==> src/rtl/ppm_pkg.sv <==
// Shared definitions for the PPM transmit path: encoder order codes,
// frame-scheduler state encoding, default timing parameters, and a
// state-to-order mapping function.
package ppm_pkg;

  typedef enum logic [1:0] {
    ORD_IDLE = 2'b00,
    ORD_SOF  = 2'b01,
    ORD_DATA = 2'b10,
    ORD_EOF  = 2'b11
  } order_e;

  typedef enum logic [2:0] {
    ST_IDLE,
    ST_SOF,
    ST_DATA,
    ST_EOF,
    ST_GAP
  } sched_state_e;

  localparam int unsigned SLOT_CYCLES_DEF  = 128;
  localparam int unsigned EOF_CYCLES_DEF   = 64;
  localparam int unsigned GAP_CYCLES_DEF   = 32;
  localparam int unsigned FIFO_DEPTH_DEF   = 16;
  localparam int unsigned IDLE_TIMEOUT_DEF = 1024;

  // GAP shares the IDLE order code; the encoder sees no difference.
  function automatic order_e state_order(input sched_state_e s);
    case (s)
      ST_SOF:  return ORD_SOF;
      ST_DATA: return ORD_DATA;
      ST_EOF:  return ORD_EOF;
      default: return ORD_IDLE;
    endcase
  endfunction

endpackage

==> src/rtl/ppm_byte_fifo.sv <==
// Synchronous byte FIFO with a show-ahead head output.
// Ports:
//   clk, rst       clock, synchronous active-low reset (empties the FIFO)
//   push_i, din_i  write request and data (ignored when full)
//   pop_i          read request (ignored when empty); head_o advances next edge
//   head_o         current oldest entry, valid whenever empty_o is low
//   count_o        number of entries held, 0..DEPTH
//   full_o         count_o == DEPTH
//   empty_o        count_o == 0
module ppm_byte_fifo #(
  parameter int unsigned DEPTH = 16,
  parameter int unsigned WIDTH = 8
) (
  input  logic                       clk,
  input  logic                       rst,
  input  logic                       push_i,
  input  logic [WIDTH-1:0]           din_i,
  input  logic                       pop_i,
  output logic [WIDTH-1:0]           head_o,
  output logic [$clog2(DEPTH+1)-1:0] count_o,
  output logic                       full_o,
  output logic                       empty_o
);

  localparam int unsigned PW = $clog2(DEPTH);
  localparam int unsigned CW = $clog2(DEPTH+1);

  logic [WIDTH-1:0] mem_q [DEPTH];
  logic [PW-1:0]    wr_ptr_q, rd_ptr_q;
  logic [CW-1:0]    count_q;
  logic             do_push, do_pop;

  assign full_o  = (count_q == CW'(DEPTH));
  assign empty_o = (count_q == '0);
  assign do_push = push_i && !full_o;
  assign do_pop  = pop_i && !empty_o;
  assign head_o  = mem_q[rd_ptr_q];
  assign count_o = count_q;

  always_ff @(posedge clk) begin
    if (do_push) mem_q[wr_ptr_q] <= din_i;
  end

  always_ff @(posedge clk) begin
    if (!rst) begin
      wr_ptr_q <= '0;
      rd_ptr_q <= '0;
      count_q  <= '0;
    end else begin
      if (do_push) wr_ptr_q <= wr_ptr_q + 1'b1;
      if (do_pop)  rd_ptr_q <= rd_ptr_q + 1'b1;
      if (do_push && !do_pop)      count_q <= count_q + 1'b1;
      else if (do_pop && !do_push) count_q <= count_q - 1'b1;
    end
  end

endmodule

==> src/rtl/ppm_frame_scheduler.sv <==
// Frame-level controller for the PPM transmit path. Buffers incoming bytes
// and sequences frames as SOF slot, 4 DATA symbols per byte, EOF slot, GAP.
// Ports:
//   clk, rst            clock, synchronous active-low reset
//   byte_in/byte_valid  byte from deserialiser; accepted when byte_ready
//   byte_ready          FIFO not full
//   flush               1-cycle request to send pending bytes now
//   order               00 IDLE, 01 SOF, 10 DATA, 11 EOF
//   slot_cnt            clock index within current slot
//   sym_idx             2-bit symbol index within cur_byte
//   cur_byte            byte being encoded
//   fifo_count          bytes held, 0..16
//   busy                high from SOF start through last GAP cycle
//   frame_done          pulse on last EOF cycle
module ppm_frame_scheduler
  import ppm_pkg::*;
#(
  parameter int unsigned SLOT_CYCLES  = SLOT_CYCLES_DEF,
  parameter int unsigned EOF_CYCLES   = EOF_CYCLES_DEF,
  parameter int unsigned GAP_CYCLES   = GAP_CYCLES_DEF,
  parameter int unsigned IDLE_TIMEOUT = IDLE_TIMEOUT_DEF
) (
  input  logic       clk,
  input  logic       rst,
  input  logic [7:0] byte_in,
  input  logic       byte_valid,
  output logic       byte_ready,
  input  logic       flush,
  output logic [1:0] order,
  output logic [9:0] slot_cnt,
  output logic [1:0] sym_idx,
  output logic [7:0] cur_byte,
  output logic [4:0] fifo_count,
  output logic       busy,
  output logic       frame_done
);

  localparam int unsigned FIFO_DEPTH = FIFO_DEPTH_DEF;
  localparam int unsigned TW         = $clog2(IDLE_TIMEOUT);
  localparam logic [9:0]    SLOT_LAST = 10'(SLOT_CYCLES - 1);
  localparam logic [9:0]    EOF_LAST  = 10'(EOF_CYCLES - 1);
  localparam logic [9:0]    GAP_LAST  = 10'(GAP_CYCLES - 1);
  localparam logic [TW-1:0] TMR_LAST  = TW'(IDLE_TIMEOUT - 1);

  sched_state_e  state_q, state_d;
  logic [9:0]    slot_q, slot_d;
  logic [1:0]    sym_q, sym_d;
  logic [7:0]    cur_q, cur_d;
  logic [4:0]    len_q, len_d;
  logic [4:0]    sent_q, sent_d;
  logic [TW-1:0] tmr_q, tmr_d;

  logic       push, pop, trigger;
  logic       fifo_full, fifo_empty;
  logic [7:0] fifo_head;

  ppm_byte_fifo #(.DEPTH(FIFO_DEPTH), .WIDTH(8)) u_fifo (
    .clk     (clk),
    .rst     (rst),
    .push_i  (push),
    .din_i   (byte_in),
    .pop_i   (pop),
    .head_o  (fifo_head),
    .count_o (fifo_count),
    .full_o  (fifo_full),
    .empty_o (fifo_empty)
  );

  assign byte_ready = !fifo_full;
  assign push       = byte_valid && !fifo_full;
  assign order      = state_order(state_q);
  assign slot_cnt   = slot_q;
  assign sym_idx    = sym_q;
  assign cur_byte   = cur_q;
  assign busy       = (state_q != ST_IDLE);
  assign frame_done = (state_q == ST_EOF) && (slot_q == EOF_LAST);

  assign trigger = (state_q == ST_IDLE) && !fifo_empty &&
                   ((fifo_count == 5'(FIFO_DEPTH)) || flush || (tmr_q == TMR_LAST));

  always_comb begin
    if (push || trigger || state_q != ST_IDLE) tmr_d = '0;
    else if (!fifo_empty && tmr_q != TMR_LAST) tmr_d = tmr_q + 1'b1;
    else                                        tmr_d = tmr_q;
  end

  always_comb begin
    state_d = state_q;
    slot_d  = slot_q;
    sym_d   = sym_q;
    cur_d   = cur_q;
    len_d   = len_q;
    sent_d  = sent_q;
    pop     = 1'b0;
    case (state_q)
      ST_IDLE: begin
        slot_d = '0;
        if (trigger) begin
          state_d = ST_SOF;
          len_d   = fifo_count;
          sent_d  = '0;
        end
      end
      ST_SOF: begin
        if (slot_q == SLOT_LAST) begin
          state_d = ST_DATA;
          slot_d  = '0;
          sym_d   = '0;
          pop     = 1'b1;
          cur_d   = fifo_head;
          sent_d  = 5'd1;
        end else begin
          slot_d = slot_q + 1'b1;
        end
      end
      ST_DATA: begin
        if (slot_q == SLOT_LAST) begin
          slot_d = '0;
          if (sym_q != 2'd3) begin
            sym_d = sym_q + 1'b1;
          end else if (sent_q < len_q) begin
            sym_d  = '0;
            pop    = 1'b1;
            cur_d  = fifo_head;
            sent_d = sent_q + 1'b1;
          end else begin
            state_d = ST_EOF;
            sym_d   = '0;
          end
        end else begin
          slot_d = slot_q + 1'b1;
        end
      end
      ST_EOF: begin
        if (slot_q == EOF_LAST) begin
          state_d = ST_GAP;
          slot_d  = '0;
        end else begin
          slot_d = slot_q + 1'b1;
        end
      end
      ST_GAP: begin
        if (slot_q == GAP_LAST) begin
          state_d = ST_IDLE;
          slot_d  = '0;
        end else begin
          slot_d = slot_q + 1'b1;
        end
      end
      default: state_d = ST_IDLE;
    endcase
  end

  always_ff @(posedge clk) begin
    if (!rst) begin
      state_q <= ST_IDLE;
      slot_q  <= '0;
      sym_q   <= '0;
      cur_q   <= '0;
      len_q   <= '0;
      sent_q  <= '0;
      tmr_q   <= '0;
    end else begin
      state_q <= state_d;
      slot_q  <= slot_d;
      sym_q   <= sym_d;
      cur_q   <= cur_d;
      len_q   <= len_d;
      sent_q  <= sent_d;
      tmr_q   <= tmr_d;
    end
  end

endmodule

==> config.mk <==
export PLATFORM = sky130hd
export DESIGN_NAME = ppm_frame_scheduler
export DESIGN_NICKNAME = d
export VERILOG_FILES = /design/src/rtl/ppm_pkg.sv /design/src/rtl/ppm_byte_fifo.sv /design/src/rtl/ppm_frame_scheduler.sv
export SDC_FILE = /design/constraint.sdc
export NUM_CORES = 1
export LEC_CHECK = 0
export BUFFER_PORTS_ARGS = -buffer_cell sky130_fd_sc_hd__buf_4
export CAP_MARGIN = 20
export CORE_MARGIN = 10
export CORE_UTILIZATION = 40
export DETAILED_ROUTE_END_ITERATION = 16
export PLACE_DENSITY = 0.6
export SYNTH_ARGS = -nofsm -noshare
export SYNTH_HDL_FRONTEND = slang
export SYNTH_SLANG_ARGS = --single-unit
==> constraint.sdc <==
create_clock -name clk -period 4.1 [get_ports clk]
set_clock_uncertainty 0.05 [all_clocks]
set_input_delay 0.82 -clock clk [delete_from_list [all_inputs] [get_ports clk]]
set_output_delay 0.82 -clock clk [all_outputs]
set_load 0.01 [all_outputs]
======== Word-level counts from Yosys, hierarchy flattened ========
Memories as Yosys holds them, arrays and structs flattened. A register that Yosys moved wholly into a read port is not among the register bits.
Index checks and enable logic that the tools add are counted.
cells by class
  add/subtract/negate cells ............... 8
  magnitude comparators ................... 1
  equality and inequality tests ........... 19
  multiplexer cells ....................... 39
  bitwise operators ....................... 1
  reductions and logical operators ........ 31
operators by type and width
  operator                                                           number
  10-bit one-hot mux with 4 select lines                             1
  5-bit two-way mux                                                  7
  8-bit two-way mux                                                  4
  10-bit two-way mux                                                 3
  3-bit two-way mux                                                  7
  10-bit by 1-bit adder with 10-bit output (second input constant)   2
  2-bit != test (second input constant)                              8
  8-bit one-hot mux with 2 select lines                              1
  3-bit one-hot mux with 5 select lines                              1
  5-bit one-hot mux with 3 select lines                              1
  5-bit by 1-bit adder with 5-bit output (second input constant)     2
  10-bit == test (second input constant)                             1
  10-bit by 5-bit == test with 1-bit output (second input constant)  1
  10-bit by 6-bit == test with 1-bit output (second input constant)  1
  10-bit by 7-bit == test with 1-bit output (second input constant)  1
  10-bit != test (second input constant)                             1
  1-bit logical AND                                                  9
  4-bit by 1-bit adder with 4-bit output (second input constant)     2
  4-bit two-way mux                                                  2
  7-bit AND reduction                                                1
  3-bit by 2-bit == test with 1-bit output (second input constant)   2
  1-bit two-way mux                                                  6
  2-bit two-way mux                                                  3
  2-bit one-hot mux with 3 select lines                              1
  22 further kinds                                                   31
storage, ports and cells
  register bits after elaboration ......... 56
  RAM bits ................................ 128
  input bits .............................. 12
  output and inout port bits .............. 30
  word-level logic and storage cells ...... 110
  memories ................................ 1
memories
  name          words  width  rd ports  clocked after memory_dff  write ports  RTL line             RTL
  u_fifo.mem_q  16     8      1         1                         1            ppm_byte_fifo.sv:28  logic [WIDTH-1:0] mem_q [DEPTH];

======== Depth between registers and ports, before layout ========
Gate-level depths: netlist of run 1.
  depth in word-level cells ............... 9
  depth in mapped cells ................... 15
  gate-level depth less buffers ........... 15

======== By module ========
A second synthesis of run 1 with hierarchy kept.
second synthesis, totals
  cells, all modules ...................... 586
  area, all modules ....................... 8111.5 µm²
by module, submodules not included
  module               times used  cells an instance  area each (µm²)  seq. area each (µm²)
  ppm_byte_fifo        1           307                5750.5           4184.0
  ppm_frame_scheduler  1           279                2361.0           860.8

======== Least setup slack after synthesis of run 1 ========
Ideal clock, no wire load.
  path kind ............................... register to register
  start point ............................. register slot_q[0] (netlist: slot_cnt[0])
  end point ............................... register u_fifo.count_q[4] (netlist: u_fifo.count_o[4])
  setup time .............................. 0.070 ns
  data arrival time ....................... 3.049 ns
  data required time ...................... 3.980 ns
  path slack .............................. 0.930 ns
  stages on the path, launching flop included .. 15
  path buffers ............................ 1
  clock period less this slack ............ 3.170 ns
  cell sequence ........................... dfxtp_1 > ha_1 > nand4_1 > or3_4 > clkbuf_1 > a21oi_1 > nand2_1 > ha_1 > inv_1 > ha_1 > a21o_1 > a21oi_1 > xnor2_1 > or3_1 > a21oi_1
on the way
  word-level cells in the longest chain between the ends .. 7
  elaborated cells on any way between the ends .. 10
  those cells by class .................... eq/ne: 1; mux: 4; reduce/logical: 5
RTL lines
  what                                                     RTL line                                                RTL
  start, declared                                          ppm_frame_scheduler.sv:46                               logic [9:0] slot_q, slot_d;
  start signal, assigned                                   ppm_frame_scheduler.sv:165                              slot_q <= slot_d;
  10-bit by 7-bit == test with 1-bit output (*)            ppm_frame_scheduler.sv:105, ppm_frame_scheduler.sv:117
  1-bit two-way mux (on tied branches)                     ppm_frame_scheduler.sv:117, ppm_frame_scheduler.sv:105
  1-bit one-hot mux with 2 select lines (*)                ppm_frame_scheduler.sv:95                               case (state_q)
  1-bit logical AND (*)                                    ppm_byte_fifo.sv:36                                     assign do_pop = pop_i && !empty_o;
  1-bit zero test                                          ppm_byte_fifo.sv:52                                     if (do_push && !do_pop) count_q <= count_q + 1'b1;
  1-bit logical AND                                        ppm_byte_fifo.sv:52
  5-bit two-way mux or 2-bit nonzero test (tied branches)  -
  end signal, assigned                                     ppm_byte_fifo.sv:52
  end signal, assigned                                     ppm_byte_fifo.sv:53                                     else if (do_pop && !do_push) count_q <= count_q - 1'b1;
  end, declared                                            ppm_byte_fifo.sv:30                                     logic [CW-1:0] count_q;
Mark *: on every way between the ends. The rest lies on a longest branch, timed or not.
A chain may end at the register's enable or synchronous reset.

======== Worst setup path after layout of run 1 ========
  start point ............................. register sent_q[2]
  end point ............................... register u_fifo.count_q[4] (netlist: u_fifo.count_o[4])
on the way
  word-level cells in the longest chain between the ends .. 9
  elaborated cells on any way between the ends .. 11
  those cells by class .................... order compare: 1; mux: 5; reduce/logical: 5
RTL lines
  what                                                     RTL line                    RTL
  start, declared                                          ppm_frame_scheduler.sv:50   logic [4:0] sent_q, sent_d;
  start signal, assigned                                   ppm_frame_scheduler.sv:169  sent_q <= sent_d;
  5-bit less-than comparator (*)                           ppm_frame_scheduler.sv:121  end else if (sent_q < len_q) begin
  1-bit two-way mux (*)                                    ppm_frame_scheduler.sv:121
  1-bit two-way mux (*)                                    ppm_frame_scheduler.sv:119  if (sym_q != 2'd3) begin
  1-bit two-way mux (*)                                    ppm_frame_scheduler.sv:117  if (slot_q == SLOT_LAST) begin
  1-bit one-hot mux with 2 select lines (*)                ppm_frame_scheduler.sv:95
  1-bit logical AND (*)                                    ppm_byte_fifo.sv:36
  1-bit zero test                                          ppm_byte_fifo.sv:52
  1-bit logical AND                                        ppm_byte_fifo.sv:52
  5-bit two-way mux or 2-bit nonzero test (tied branches)  -
Marks and branches as above.

==> reports/qor.yml, run 1 <==
setup_path:
  cp.arrival_ns: 3.81
  regToRegSetupSlack_ns: 0.61
  critPathMaxFanout: 9
  crit_required_ns: 4.42
  crit_type: "reg2reg"
  end_kind: "flop"
  crit_path_start_kind: "flop"
  regToRegEndpoint: "u_fifo.count_o[4]"
  rr_startpoint: "sent_q[2]"
  reg2reg_depth: 14
die:
  coreArea_um2: 19700
  chipWidth_um: 162
  io_pins: 42
  die_area_um2: 26200
  start_util_pct: 41.0
  die_h_um: 162
  rows: 51
pwr:
  clkPwrFrac_pct: 37.1
  p_leak_nw: 3.07
  p_int_w: 0.00319
  peakVddDrop_v: 0.000323
  pwr-share-seq_pct: 48.8
  powerDensity_nw_per_um2: 480
  sw_frac_of_total_pct: 28.2
  switching_power_w: 0.00125
  power_frac_comb_pct: 14.1
drt:
  drt_wl_total_um: 17400
  drc: 0
  drt-pass1-iter-count: 5
  ant_nets: 0
  vias: 4944
  drt_iter0_drc: 276
  wl_per_cell_um: 19.3
  vias_per_cell: 5.49
placed_design:
  placed_cells: 867
  dp_hpwl_um: 12000
  place_area_um2: 8640
  dp_worst_setup_slack_ns: 0.609
  port_buffers: 41
  gp_congestion: 0.837
finish:
  multi_input_area_um2: 2830
  final_nets: 652
  insertedDiodeCount: 0
  fill_cells: 1761
  regArea_um2: 5050
  syn2layout_area_growth_pct: 14.8
  drive_above_1_share_pct: 19.7
  layout.cells.non_filler: 900
  final_util_pct: 47.1
  final_area_um2: 9250
logic_synthesis:
  synth.cell_area_um2: 8060
  synth_area_leader_cell: "edfxtp_1"
  ys_ff_latch: 188
  synth-adder-area-share_pct: 2.89
  synth_compound_area_share_pct: 8.10
  synth.most_common_cell: "edfxtp_1"
  yosysTopAreaCellShare_pct: 47.7
  ys_seq_area_share_pct: 62.6
  synth_xor_area_share_pct: 1.96
  yosys-top-cells-count: "edfxtp_1, dfxtp_1, nor2_1"
  yosysWarningCount: 0
  synth_simple_gate_area_share_pct: 11.2
  syn_inst: 581
  avgSynthCellArea_um2: 13.9
  synth-async-reset-ratio_pct: 0
  synth_cell_types: 59
  synth_area_leaders: "edfxtp_1, dfxtp_1, mux4_2"
  syn-num-nets: 611
  yosys_most_used_dff: "edfxtp_1"
  synth_top_family_by_area: "simple AND/OR/NAND/NOR gates"
  synth-edff-count: 128
  synth_mux_area_share_pct: 10.9
cts:
  clk_pin_slew_ns: 0.07
  cts_buffer_depth: 2
  cts_setup_buffers: 0
  ctsResizeCount: 0
  cts_inserted_buffers: 17
  cts_tree: "yes"
  cts_hold_buf: 0
  clock_latency_ns: 0.43
  cts_sinks: 188
  htree_levels: 4
  cts_root_buf: "clkbuf_16"
run_status:
  status: "finished clean"
timing:
  finalHoldViolCount: 0
  max_freq_ghz: 0.287
  setup_viol: 0
  slew_violations: 0
  setup_tns_ns: 0
  finalCritPeriodShare_pct: 85.1
  min_period_ns: 3.49
  tightest_slew_ns: 0.947
  fin_ws_ns: 0.612
  max-slew-margin-rel_pct: 36.7
  rsz0062_at_grt: "no"
grt:
  use_met1_pct: 17.1
  antenna_found_initial: 0
  first_global_vias: 4952
  grt_usage_pct: 13.7
  grtUsageMet2_pct: 22.8
  grt_pass1_wl_um: 27800
  grt_use_met3_pct: 3.94
  grt_max_degree: 38
  grt.overflow.total: 0
  busiest_layer: "met2"
job:
  maxCapViolations: 0
worst_hold_path:
  worstHoldPathType: "reg2reg"
  whs_endpoint: "cur_byte[2]"
  hold_path_depth: 2
  min_from: "cur_byte[2]"
==> cell type report <==
| cell class | instances | share of cell area, % |
|---|---|---|
| flip-flops and latches | 188 | 54.5 |
| well taps | 265 | 3.58 |
| clock buffers | 17 | 4.60 |
| multi-input cells | 350 | 30.6 |
| repair buffers | 53 | 4.27 |
| inverters | 12 | 0.487 |
| clock inverters | 15 | 1.92 |
==> registers in the layout (all words and copies together) (netlist names), named ones only <==
register	cells
u_fifo.mem_q	128
slot_cnt	10
tmr_q	10
cur_byte	8
len_q	5
sent_q	5
u_fifo.count_o	5
u_fifo.rd_ptr_q	4
u_fifo.wr_ptr_q	4
state_q	3
sym_idx	2
==> power by group through the flow <==
stage               Clock, W  Combinational [W]  Sequential (W)
floorplan                  0           0.000429         0.00219
global placement           0           0.000613         0.00221
detailed placement         0           0.000629         0.00221
finish               0.00165           0.000624         0.00217
CTS                  0.00169           0.000633         0.00217
global route         0.00178           0.000697         0.00218
==> worst max-delay path by stage <==
stage	startpoint	endpoint	cells after the start
6_report	sent_q[2]	u_fifo.count_o[4]	14
5_1_grt	sent_q[2]	u_fifo.count_o[4]	14
4_1_cts	sent_q[2]	u_fifo.count_o[4]	14
3_5_place_dp	sent_q[2]	u_fifo.count_o[4]	14
3_3_place_gp	len_q[2]	u_fifo.count_o[4]	15
2_1_floorplan	slot_cnt[0]	u_fifo.count_o[4]	14
==> through the flow <==
stage	total power, W	hold slack [ns]
3_5_place_dp	0.00284	0.409
2_1_floorplan	0.00262	0.395
5_1_grt	0.00465	0.455
6_report	0.00444	0.419
3_3_place_gp	0.00282	0.406
4_1_cts	0.00449	0.421
==> worst max-delay path: stages, from the launching register on <==
cell and delay (ns):
dfxtp_1 0.42, ha_1 0.28, a21o_1 0.16, a31oi_1 0.21
o2111ai_1 0.38, a21oi_1 0.29, nand2_1 0.08, ha_1 0.23
inv_1 0.14, ha_1 0.29, a21o_1 0.20, a21oi_1 0.18
xnor2_1 0.09, or3_1 0.30, a21oi_1 0.13
==> cell families (layout without fill, tap and decap cells) <==
kind of cell	Yosys count	in the layout
AOI/OAI and AO/OA	91	91
xor gates and xnor gates	18	18
adders and majority gates	18	18
buffers and inverters	43	97
DFF	188	188
muxes	48	48
and+or+nand+nor	175	175
==> cell usage in the layout, fill, tap and decap left out, types with 3 or more instances in the layout <==
master,instances
a221oi_1,8
edfxtp_1,128
nor4_1,4
or4_1,4
xor2_1,6
nor2_1,46
or3_1,4
mux4_2,32
mux2i_1,16
a32oi_1,3
nand2_1,29
nand3_1,24
inv_8,4
a22o_1,8
buf_4,52
o21ai_0,10
xnor2_1,12
clkbuf_16,17
nor2b_1,8
a31oi_1,6
inv_6,4
and2_1,5
a41oi_1,3
a21o_1,3
nand4_1,11
ha_1,17
inv_1,11
a211o_1,9
dfxtp_1,59
clkinv_8,3
nand2b_1,11
o211ai_1,3
nor3_1,13
a21oi_1,24
==> layer usage <==
layer  wire [um]  part of all wire [%]  up-vias
met5           0                     0        -
li1            -                     -     2339
met1        7440                    43     2479
met3         978                   5.6       12
met2        8830                    51      114
met4         148                  0.85        0
Note: power is estimated with default switching activity, not from simulation.
==> run 2: changes to the inputs <==
--- a/config.mk
+++ b/config.mk
@@ -9,6 +9,7 @@
 export CAP_MARGIN = 20
 export CORE_MARGIN = 10
 export CORE_UTILIZATION = 40
+export CTS_BUF_LIST = sky130_fd_sc_hd__clkbuf_8
 export DETAILED_ROUTE_END_ITERATION = 16
 export PLACE_DENSITY = 0.6
 export SYNTH_ARGS = -nofsm -noshare
==> run 2 against run 1 <==
  * Critical path depth unchanged
  * Design area is 2.1% lower
  * Combinational power about the same
  * Setup slack worse by 0.0047 ns
  * Maximum frequency down 0.13%
  * First-iteration DRC count grew 7.6%
  * Critical path type unchanged
  * Highest routed layer unchanged
==> reports/qor.yml, run 2 (synthesis results as in run 1) <==
setup_path:
  regToRegEndpoint: "u_fifo.count_o[4]"
  cp.arrival_ns: 3.85
  critPathMaxFanout: 9
  crit_required_ns: 4.45
  critPathMaxStageDelay_ns: 0.44
  regToRegSetupSlack_ns: 0.61
  crit_family: "compound AO/OA/AOI/OAI gates"
  rr_startpoint: "sent_q[2]"
  crit_type: "reg2reg"
  end_kind: "flop"
  cp.buffers_inverters: 1
  crit_chain: "ha_1 > a21o_1 > a31oi_1 > o2111ai_1 > a21oi_1 > nand2_1 > ha_1 > inv_1 > ha_1 > a21o_1 > a21oi_1 > xnor2_1 > or3_1 > a21oi_1"
  crit_path_top_delay_cell: "dfxtp_1"
  reg2reg_depth: 14
  crit_path_start_kind: "flop"
timing:
  tightest_slew_ns: 0.976
  setup_tns_ns: 0
  rsz0062_at_grt: "no"
  finalHoldViolCount: 0
  min_period_ns: 3.49
  max-slew-margin-rel_pct: 34.8
  finalCritPeriodShare_pct: 85.2
  max_freq_ghz: 0.286
  slew_violations: 0
  fin_ws_ns: 0.607
  setup_viol: 0
worst_hold_path:
  min_from: "cur_byte[2]"
  worstHoldPathType: "reg2reg"
  hold_path_depth: 2
  whs_endpoint: "cur_byte[2]"
pwr:
  sw_frac_of_total_pct: 30.0
  p_int_w: 0.00283
  switching_power_w: 0.00121
  powerDensity_nw_per_um2: 446
  p_leak_nw: 2.98
  peakVddDrop_v: 0.000259
  clkPwrFrac_pct: 30.8
  pwr-share-seq_pct: 53.7
  power_frac_comb_pct: 15.5
cts:
  cts_hold_buf: 0
  cts_root_buf: "clkbuf_8"
  cts_inserted_buffers: 17
  clk_pin_slew_ns: 0.11
  htree_levels: 4
  cts_tree: "yes"
  cts_sinks: 188
  clock_latency_ns: 0.48
  cts_buffer_depth: 2
  cts_setup_buffers: 0
  ctsResizeCount: 0
finish:
  largest_register_ffs: 128
  syn2layout_area_growth_pct: 12.4
  insertedDiodeCount: 0
  layout.cells.non_filler: 900
  regMostFlops: "u_fifo.mem_q"
  final_common_cell: "edfxtp_1"
  final_nets: 652
  final_util_pct: 46.1
  mostFrequentLayoutCells: "edfxtp_1, dfxtp_1, buf_4, nor2_1, mux4_2"
  drive_above_1_share_pct: 19.7
  final_area_um2: 9060
die:
  coreArea_um2: 19700
  io_pins: 42
  chipWidth_um: 162
  die_area_um2: 26200
  die_h_um: 162
  start_util_pct: 41.0
  rows: 51
run_status:
  status: "finished clean"
grt:
  grt_usage_pct: 13.5
  grt.overflow.total: 0
  grt_pass1_wl_um: 27700
  first_global_vias: 4957
  grt_max_degree: 38
  antenna_found_initial: 0
drt:
  wl_per_cell_um: 19.3
  vias: 4971
  ant_nets: 0
  drt-pass1-iter-count: 4
  drt_iter0_drc: 297
  drc: 0
  vias_per_cell: 5.52
  drt_wl_total_um: 17400
placed_design:
  dp_worst_setup_slack_ns: 0.609
  port_buffers: 41
  dp_hpwl_um: 12000
  gp_congestion: 0.837
  place_area_um2: 8640
  placed_cells: 867
job:
  maxCapViolations: 0
-- run 2: cell types whose count changed in the layout (fill, tap and decap cells not counted) --
cell,previous run,this run
clkbuf_16,17,0
clkbuf_8,0,17
-- run 2: routing by layer --
metal  up-vias  wire (um)  global-route usage, %
met4         0        214                   3.43
met5         -          0                      0
li1       2336          -                      -
met2       127       8710                   22.7
met1      2491       7460                   16.9
met3        17        983                   3.56
-- run 2: area by class of cell --
class | instances | area [um^2]
Fill cell | 1790 | 10600
Sequential cell | 188 | 5050
Multi-Input combinational cell | 350 | 2830
Timing Repair Buffer | 53 | 395
Tap cell | 265 | 332
Clock buffer | 17 | 234
Clock inverter | 15 | 178
Inverter | 12 | 45.0
-- run 2: power by group through the flow --
stage	Combinational, W	Clock [W]	Sequential [W]
4_1_cts	0.000632	0.00127	0.00217
3_3_place_gp	0.000613	0	0.00221
3_5_place_dp	0.000629	0	0.00221
2_1_floorplan	0.000429	0	0.00219
5_1_grt	0.000697	0.00135	0.00218
6_report	0.000627	0.00124	0.00217
-- run 2: how the worst max path moves through the flow --
stage                     slack, ns   startpoint                 to  depth (start not counted)
after floorplan                0.93  slot_cnt[0]  u_fifo.count_o[4]                         14
after global placement         0.75     len_q[2]  u_fifo.count_o[4]                         15
after detailed placement       0.61    sent_q[2]  u_fifo.count_o[4]                         14
after CTS                      0.60    sent_q[2]  u_fifo.count_o[4]                         14
after global routing           0.26    sent_q[2]  u_fifo.count_o[4]                         14
final                          0.61    sent_q[2]  u_fifo.count_o[4]                         14
-- run 2: worst register-to-register path, delay by kind of cell, from the launching register on --
family / cells / cell delay (ns)
AO/OA/AOI/OAI: 7 / 1.55
adder cells (fa/ha/maj): 3 / 0.80
flip-flops: 1 / 0.44
AND/OR/NAND/NOR: 2 / 0.38
buffers and inverters: 1 / 0.14
XOR/XNOR: 1 / 0.09
-- run 2: through the flow --
stage	power [W]	hold slack [ns]
after global placement	0.00282	0.406
after CTS	0.00407	0.426
after global routing	0.00423	0.459
after detailed placement	0.00284	0.409
final	0.00404	0.424
after floorplan	0.00262	0.395
==> run 3: changes to the inputs <==
--- a/config.mk
+++ b/config.mk
@@ -5,13 +5,13 @@
 export SDC_FILE = /design/constraint.sdc
 export NUM_CORES = 1
 export LEC_CHECK = 0
-export BUFFER_PORTS_ARGS = -buffer_cell sky130_fd_sc_hd__buf_4
 export CAP_MARGIN = 20
 export CORE_MARGIN = 10
 export CORE_UTILIZATION = 40
 export CTS_BUF_LIST = sky130_fd_sc_hd__clkbuf_8
 export DETAILED_ROUTE_END_ITERATION = 16
-export PLACE_DENSITY = 0.6
+export DONT_BUFFER_PORTS = 1
+export PLACE_DENSITY = 0.58
 export SYNTH_ARGS = -nofsm -noshare
 export SYNTH_HDL_FRONTEND = slang
 export SYNTH_SLANG_ARGS = --single-unit
==> constraint.sdc (replaced) <==
create_clock -name clk -period 4.4 [get_ports clk]
set_clock_uncertainty 0.05 [all_clocks]
set_input_delay 0.88 -clock clk [delete_from_list [all_inputs] [get_ports clk]]
set_output_delay 0.88 -clock clk [all_outputs]
set_load 0.01 [all_outputs]
==> run 3 against run 2 <==
  * Sequential power shrank 6%
  * Combinational power is 21% lower
  * Non-clock buffer count is 42 lower
  * Design area is 3.3% lower
==> reports/qor.yml, run 3 (synthesis results as in run 1) <==
pwr:
  p_int_w: 0.00259
  clkPwrFrac_pct: 31.4
  peakVddDrop_v: 0.000221
  powerDensity_nw_per_um2: 420
  sw_frac_of_total_pct: 29.7
  switching_power_w: 0.00109
  p_leak_nw: 2.77
  pwr-share-seq_pct: 55.2
  power_frac_comb_pct: 13.4
die:
  rows: 51
  io_pins: 42
  chipWidth_um: 162
  die_h_um: 162
  start_util_pct: 41.0
  coreArea_um2: 19700
  die_area_um2: 26200
cts:
  cts_buffer_depth: 2
  cts_root_buf: "clkbuf_8"
  cts_inserted_buffers: 17
  cts_setup_buffers: 0
  cts_sinks: 188
  clock_latency_ns: 0.49
  cts_hold_buf: 0
  htree_levels: 4
  ctsResizeCount: 0
  cts_tree: "yes"
  clk_pin_slew_ns: 0.12
setup_path:
  crit_chain: "ha_1 > a21o_1 > a31oi_1 > o2111ai_1 > a21oi_1 > nand2_1 > ha_1 > inv_1 > ha_1 > a21o_1 > a21oi_1 > xnor2_1 > or3_1 > a21oi_1"
  crit_required_ns: 4.77
  end_kind: "flop"
  rr_startpoint: "sent_q[2]"
  crit_type: "reg2reg"
  regToRegEndpoint: "u_fifo.count_o[4]"
  critPathMaxStageDelay_ns: 0.43
  reg2reg_depth: 14
  crit_path_start_kind: "flop"
  cp.arrival_ns: 3.93
  critPathMaxFanout: 9
  crit_path_top_delay_cell: "dfxtp_1"
  regToRegSetupSlack_ns: 0.84
drt:
  drt_wl_total_um: 17200
  met1_length_um: 7020
  maxUsedRoutingLayer: "met4"
  vias: 4775
  wl_met2_um: 8790
  drt_iter0_drc: 248
  wl_per_cell_um: 20.0
  ant_nets: 0
  vias_per_cell: 5.57
  drc: 0
  drt-pass1-iter-count: 5
  wl_met3_um: 1170
finish:
  insertedDiodeCount: 0
  drive_above_1_share_pct: 14.0
  syn2layout_area_growth_pct: 8.63
  final_common_cell: "edfxtp_1"
  final_nets: 610
  largest_register_ffs: 128
  fill_cells: 1791
  final_area_um2: 8760
  regMostFlops: "u_fifo.mem_q"
  mostFrequentLayoutCells: "edfxtp_1, dfxtp_1, nor2_1, mux4_2, nand2_1"
worst_hold_path:
  whs_endpoint: "u_fifo.mem_q[12][1]"
  min_from: "byte_in[1]"
  hold_path_depth: 0
  worstHoldPathType: "in2reg"
placed_design:
  port_buffers: 0
  gp_congestion: 0.795
  dp_hpwl_um: 11800
  place_area_um2: 8340
grt:
  first_global_vias: 4808
  grt_usage_pct: 13.3
  grt_pass1_wl_um: 27200
  antenna_found_initial: 0
  grt.overflow.total: 0
  grt_max_degree: 33
timing:
  max-slew-margin-rel_pct: 35.2
  rsz0062_at_grt: "no"
  setup_viol: 0
  slew_violations: 0
  max_freq_ghz: 0.281
  finalCritPeriodShare_pct: 80.9
  whs_ns: 0.420
  tightest_slew_ns: 0.969
  setup_tns_ns: 0
  min_period_ns: 3.56
  finalHoldViolCount: 0
job:
  maxCapViolations: 0
run_status:
  status: "finished clean"
run 3: layer usage:
layer / up-vias / global-route usage (%)
met2: 113 / 22.6
met1: 2398 / 15.6
met3: 13 / 4.30
li1: 2251 / -
met5: - / 0
met4: 0 / 4.55
run 3: area by class of cell:
class | instances | area, um^2 | area share (%)
Sequential cell | 188 | 5050 | 57.6
Tap cell | 265 | 332 | 3.79
Multi-Input combinational cell | 350 | 2830 | 32.3
Inverter | 12 | 45.0 | 0.514
Timing Repair Buffer | 11 | 82.6 | 0.943
Clock buffer | 17 | 234 | 2.67
Clock inverter | 15 | 188 | 2.14
run 3: how the worst max path moves through the flow:
stage	to	slack, ns	cells after the start	startpoint
floorplan	u_fifo.count_o[4]	1.23	14	slot_cnt[0]
global placement	u_fifo.count_o[4]	1.06	15	len_q[2]
detailed placement	u_fifo.count_o[4]	0.92	14	sent_q[2]
CTS	u_fifo.count_o[4]	0.85	15	len_q[2]
global route	u_fifo.count_o[4]	0.56	14	sent_q[2]
finish	u_fifo.count_o[4]	0.84	14	sent_q[2]
run 3: power by group through the flow:
stage | sequential, W | clock [W] | combinational, W
detailed placement | 0.00208 | 0 | 0.000495
global route | 0.00204 | 0.00125 | 0.000554
global placement | 0.00207 | 0 | 0.000483
finish | 0.00203 | 0.00116 | 0.000493
floorplan | 0.00204 | 0 | 0.000399
CTS | 0.00203 | 0.00118 | 0.000499
run 3: worst max-delay path: cells and delay by family, from the launching register on:
family,cells,cell delay [ns]
DFF,1,0.43
buffers and inverters,1,0.15
and+or+nand+nor,2,0.38
AOI/OAI and AO/OA,7,1.61
xor gates and xnor gates,1,0.09
adders and majority gates,3,0.81
run 3: through the flow:
stage / total power (W) / util (%) / cells / setup slack, ns
final: 0.00368 / 44.6 / 858 / 0.840
after global routing: 0.00385 / 44.6 / 858 / 0.559
after global placement: 0.00255 / 42.4 / 826 / 1.06
after floorplan: 0.00244 / - / 581 / 1.23
after CTS: 0.00371 / 44.6 / 858 / 0.852
after detailed placement: 0.00257 / 42.4 / 826 / 0.915
